### config.mk
export PLATFORM = sky130hd
export DESIGN_NAME = pair_packer
export DESIGN_NICKNAME = d
export VERILOG_FILES = /design/src/rtl/pair_packer_pkg.sv /design/src/rtl/pair_fifo.sv /design/src/rtl/pair_packer.sv
export SDC_FILE = /design/constraint.sdc
export NUM_CORES = 1
export LEC_CHECK = 0
export CAP_MARGIN = 20
export CORE_ASPECT_RATIO = 0.6
export CORE_UTILIZATION = 40
export DETAILED_ROUTE_END_ITERATION = 10
export DONT_BUFFER_PORTS = 1
export PLACE_DENSITY = 0.56
export SLEW_MARGIN = 20
export SYNTH_ARGS = -nofsm -noshare
export SYNTH_HDL_FRONTEND = slang
export SYNTH_SLANG_ARGS = --single-unit
### constraint.sdc
create_clock -name clk -period 3.8 [get_ports clk]
set_clock_uncertainty 0.1 [all_clocks]
set_input_delay 0.38 -clock clk [delete_from_list [all_inputs] [get_ports clk]]
set_output_delay 0.38 -clock clk [all_outputs]
set_load 0.05 [all_outputs]
### src/rtl/pair_packer_pkg.sv
// Shared constants and types for the pair_packer block.
// Optional parity storage/output is enabled by defining PAIR_PACKER_PARITY_EN.
package pair_packer_pkg;
  localparam int DEPTH   = 4;
  localparam int SAMPLES = 4;
  localparam int WORD_W  = 2 * SAMPLES;
  localparam int PTR_W   = $clog2(DEPTH);
  localparam int LVL_W   = PTR_W + 1;

  typedef logic [WORD_W-1:0] word_t;

  // Counter width that stays legal even for a single-sample word.
  function automatic int cnt_width(input int samples);
    return (samples <= 1) ? 1 : $clog2(samples);
  endfunction
endpackage

### src/rtl/pair_fifo.sv
// Word FIFO for pair_packer: storage, wrapping pointers, explicit level counter.
// With PAIR_PACKER_PARITY_EN defined a parity bit is stored alongside each word.
module pair_fifo #(
  parameter int DEPTH  = 4,
  parameter int WORD_W = 8
) (
  input  logic                     clk,
  input  logic                     rst_n,
  input  logic                     i_push,
  input  logic [WORD_W-1:0]        i_data,
`ifdef PAIR_PACKER_PARITY_EN
  input  logic                     i_parity,
  output logic                     o_parity,
`endif
  input  logic                     i_pop,
  output logic [WORD_W-1:0]        o_data,
  output logic                     o_valid,
  output logic                     o_full,
  output logic [$clog2(DEPTH):0]   o_level
);
  import pair_packer_pkg::*;

  localparam int P_W = $clog2(DEPTH);

  logic [WORD_W-1:0] r_mem [DEPTH];
  logic [P_W-1:0]    r_wr_ptr;
  logic [P_W-1:0]    r_rd_ptr;
  logic [P_W:0]      r_level;
  logic              w_full;
  logic              w_empty;
  logic              w_pop_ok;
  logic              w_push_ok;

  assign w_full    = (r_level == (P_W+1)'(DEPTH));
  assign w_empty   = (r_level == '0);
  // A pop frees the slot the push needs, so a full FIFO still accepts then.
  assign w_pop_ok  = i_pop && !w_empty;
  assign w_push_ok = i_push && (!w_full || w_pop_ok);

  always_ff @(posedge clk) begin
    if (!rst_n) begin
      r_wr_ptr <= '0;
      r_rd_ptr <= '0;
      r_level  <= '0;
    end else begin
      if (w_push_ok) r_wr_ptr <= r_wr_ptr + 1'b1;
      if (w_pop_ok)  r_rd_ptr <= r_rd_ptr + 1'b1;
      case ({w_push_ok, w_pop_ok})
        2'b10:   r_level <= r_level + 1'b1;
        2'b01:   r_level <= r_level - 1'b1;
        default: r_level <= r_level;
      endcase
    end
  end

  always_ff @(posedge clk) begin
    if (w_push_ok) r_mem[r_wr_ptr] <= i_data;
  end

  // Empty entries read as zero so stale or uninitialised storage never shows.
  assign o_data  = w_empty ? '0 : r_mem[r_rd_ptr];
  assign o_valid = !w_empty;
  assign o_full  = w_full;
  assign o_level = r_level;

`ifdef PAIR_PACKER_PARITY_EN
  logic r_par [DEPTH];

  always_ff @(posedge clk) begin
    if (w_push_ok) r_par[r_wr_ptr] <= i_parity;
  end

  assign o_parity = w_empty ? 1'b0 : r_par[r_rd_ptr];
`endif
endmodule

### src/rtl/pair_packer.sv
// Packs {f1,f2} sample pairs into words and queues them in pair_fifo.
// Define PAIR_PACKER_PARITY_EN to add the per-word out_parity output.
module pair_packer #(
  parameter int DEPTH   = pair_packer_pkg::DEPTH,
  parameter int SAMPLES = pair_packer_pkg::SAMPLES
) (
  input  logic                     clk,
  input  logic                     rst_n,
  input  logic                     f1,
  input  logic                     f2,
  input  logic                     in_en,
  output logic [2*SAMPLES-1:0]     out_data,
  output logic                     out_valid,
  input  logic                     out_ready,
  output logic                     full,
  output logic [$clog2(DEPTH):0]   level,
`ifdef PAIR_PACKER_PARITY_EN
  output logic                     out_parity,
`endif
  output logic                     overflow
);
  import pair_packer_pkg::*;

  localparam int W_W   = 2 * SAMPLES;
  localparam int CNT_W = cnt_width(SAMPLES);

  logic [CNT_W-1:0] r_cnt;
  logic [W_W-1:0]   r_word;
  logic             r_overflow;
  logic [W_W-1:0]   w_word;
  logic             w_last;
  logic             w_full;
  logic             w_valid;

  assign w_last = in_en && (r_cnt == CNT_W'(SAMPLES - 1));

  // Assembled word includes the sample being captured this edge.
  generate
    for (genvar gi = 0; gi < SAMPLES; gi++) begin : g_lane
      assign w_word[2*gi+1:2*gi] = (in_en && (r_cnt == CNT_W'(gi))) ?
                                   {f1, f2} : r_word[2*gi+1:2*gi];
    end
  endgenerate

  always_ff @(posedge clk) begin
    if (!rst_n) begin
      r_cnt      <= '0;
      r_word     <= '0;
      r_overflow <= 1'b0;
    end else begin
      if (w_last) begin
        r_cnt  <= '0;
        r_word <= '0;
      end else if (in_en) begin
        r_cnt  <= r_cnt + 1'b1;
        r_word <= w_word;
      end
      if (w_last && w_full && !(out_ready && w_valid)) r_overflow <= 1'b1;
    end
  end

  pair_fifo #(
    .DEPTH  (DEPTH),
    .WORD_W (W_W)
  ) u_fifo (
    .clk      (clk),
    .rst_n    (rst_n),
    .i_push   (w_last),
    .i_data   (w_word),
`ifdef PAIR_PACKER_PARITY_EN
    .i_parity (^w_word),
    .o_parity (out_parity),
`endif
    .i_pop    (out_ready),
    .o_data   (out_data),
    .o_valid  (w_valid),
    .o_full   (w_full),
    .o_level  (level)
  );

  assign out_valid = w_valid;
  assign full      = w_full;
  assign overflow  = r_overflow;
endmodule

==> results.md <==
* CP Class: reg -> out
* Worst slew pin tran at 0.719 ns
* Port buffer count at 0
* Placed cell area at 2280 sq um
* Slew Limit Headroom at 52.0%
* Post_cts resized at 0
* Post-synth top cells: 32 x edfxtp_1, 20 x dfxtp_1, 19 x and2_1
* Async S/R FF share, synth at 0%
* Synth area leaders: edfxtp_1 43%, dfxtp_1 18%, mux4_2 8.2%
* Pleak at 0.828 nW
* H-tree levels at 2
* Worst vdd ir at approximately 0.15 mV
* Crit path max fanout at 12
* Fin Setup TNS at 0 ns
* Sink Count at 52
* Largest net degree at the start of global routing at 17
* Synth warnings at 0
* Final instance area at 2370 sq um
* Post-synthesis cell count at 152
* Bufs on Longest Clock Path at 2
* Final Max Slew Viols at 0
* Number of global-route vias before repair at 1151
* CTS tree: done
* CTS Buf Count at 5
* Peak Freq at 388 MHz
* Tmin final at 2.58 ns
* Min Hold Slack at 0.0975 ns
* R2R cell count at 6
* Cell variety after synth at 31
* Synth-to-layout area growth at 7.42%
* Final Non-Filler Cells at 222
* DR pass1 iterations at 7
* Crit path launch type: flop
* Core area at between 5000 and 6000 sq um
* Arr. time, crit path at 2.10 ns
* Mapped Area at 2210 sq um
* Final wirelength at 3.77 mm
* Die X at 98.0 microns
* Worst Path Required at 3.32 ns
* Io pins at 20
* Crit path launch: u_fifo.o_level[0]
* Antenna violations before repair at 0
* HPWL after DPL at 2.67 mm
* EDFF count, synth at 32
* Post-CTS Setup Repair Bufs at 0
* PwrDens at 476 nW/um^2
* Total global routing overflow at 0
* Worst-Skew Late Latency at 0.29 ns
* Hold-fix buffers, CTS at 0
* Placer Congestion at about 0.77
* Clk slew on worst S/H paths at 0.09 ns
* Vias per cell at 5.25
* Antenna Cells at 0
* Crit Reg-Reg Startpoint: u_fifo.o_level[0]
* Post-Syn Nets at 167
* Number of cell rows at 20
* Mean Syn Cell Area at 14.5 sq um
* Seq cells post-synth at 52
* Core occupancy in the finished layout at between 40% and 50%
* GRT Overall Usage at 14.3%
* Final Hold Vio Count at 0
* RSZ-0062 raised after global routing: no
* Final ANT Viol Nets at 0
* R2R Setup Slk at 1.23 ns
* Hold path startpoint: rst_n
* Share of cells above drive strength 1 at 17.9%
* Post-synth top flop: edfxtp_1
* Hold Path Depth at 1
* Sequential share of the synthesized area at between 60% and 70%
* First-pass GRT wire length at 5.91 mm
* Routed via count at 1166
* Drt drc at 1
* Area leader, netlist: edfxtp_1
* Fillers at 441
* Root Buffer: clkbuf_8
* Synth top area share at 43.5%
* DRT iter0 DRCs at 43
* Most numerous cell in the Yosys netlist: edfxtp_1
* Die area at 5830 sq um
* Final period util at 67.9%
* Post-DR wirelength/cell at 17.0 microns
* Dpl cells at about 210
* Height of the die at 59.6 microns
* Critical Path Sink Type: output port
* Final nets at 170
* Worst min-delay path category: in -> reg
* Initial core utilization at about 43%
* Status: finished with violations
* Violated checks: design-rule violations
* Maxcap violations at 0
* Final setup fails at 0
logic make-up (layout without fill, tap and decap cells):
logic type,count (synthesis),in the layout,share of synthesized area [%]
compound gates,8,8,2.83
xor+xnor,5,5,1.98
fa+ha+maj,9,9,5.44
buf+inv,12,16,2.27
flops,52,52,61.6
mux,18,18,13.1
simple gates,48,48,12.7
where the power goes:
part	total (W)	switching [W]	leakage [nW]	internal, W
logic	0.000166	0.000105	0.340	0.0000605
clock network	0.000318	0.000170	0.0434	0.000147
registers	0.000646	0.0000335	0.445	0.000613
total	0.00113	0.000309	0.828	0.000821
sequential cells by signal (all words and copies together) (netlist names), named ones only:
name	count
u_fifo.r_mem	32
r_word	8
u_fifo.o_level	3
r_cnt	2
u_fifo.r_rd_ptr	2
u_fifo.r_wr_ptr	2
overflow	1
worst max-delay path, stage by stage, from the launching register on:
cell and delay, ns:
dfxtp_1 0.80, or3_1 0.22, buf_4 0.28, and2_1 0.49
placed cells by master, fill, tap and decap left out, types with 3 or more instances in the layout:
cell type	netlist	layout
and2_1	19	19
edfxtp_1	32	32
mux4_2	8	8
and3_1	3	3
nor2b_1	6	6
mux2_2	8	8
nor2_1	3	3
xnor2_1	5	5
dfxtp_1	20	20
nand2_1	7	7
clkbuf_8	0	6
ha_1	8	8
inv_1	7	7
stage by stage:
| stage | power (W) | setup WS (ns) |
|---|---|---|
| 3_3_place_gp | 0.000822 | 1.34 |
| 3_5_place_dp | 0.000828 | 1.25 |
| 4_1_cts | 0.00114 | 1.20 |
| 2_1_floorplan | 0.000800 | 0.669 |
| 5_1_grt | 0.00118 | 1.08 |
| 6_report | 0.00113 | 1.22 |
path summary, 6_finish.rpt:
| kind | endpoint |
|---|---|
| max | out_data[5] |
| min | u_fifo.o_level[2] |
| max reg2reg | u_fifo.o_level[2] |
| min reg2reg | r_word[6] |
area by class of cell:
type / count / area [sq um] / area share (%)
timing repair buffer: 1 / 7.51 / 0.316
sequential: 52 / 1360 / 57.4
tap: 66 / 82.6 / 3.48
inverter: 7 / 26.3 / 1.11
clock inverter: 2 / 15.0 / 0.633
clock buffer: 6 / 82.6 / 3.48
multi-input combinational: 88 / 798 / 33.6
routing by layer:
layer  track usage, %  wire [microns]
met5                0               0
met4             5.84              40
met3             4.01             130
met2             22.3            1660
met1             19.2            1940
No activity file was read; power rests on OpenSTA's default activity.
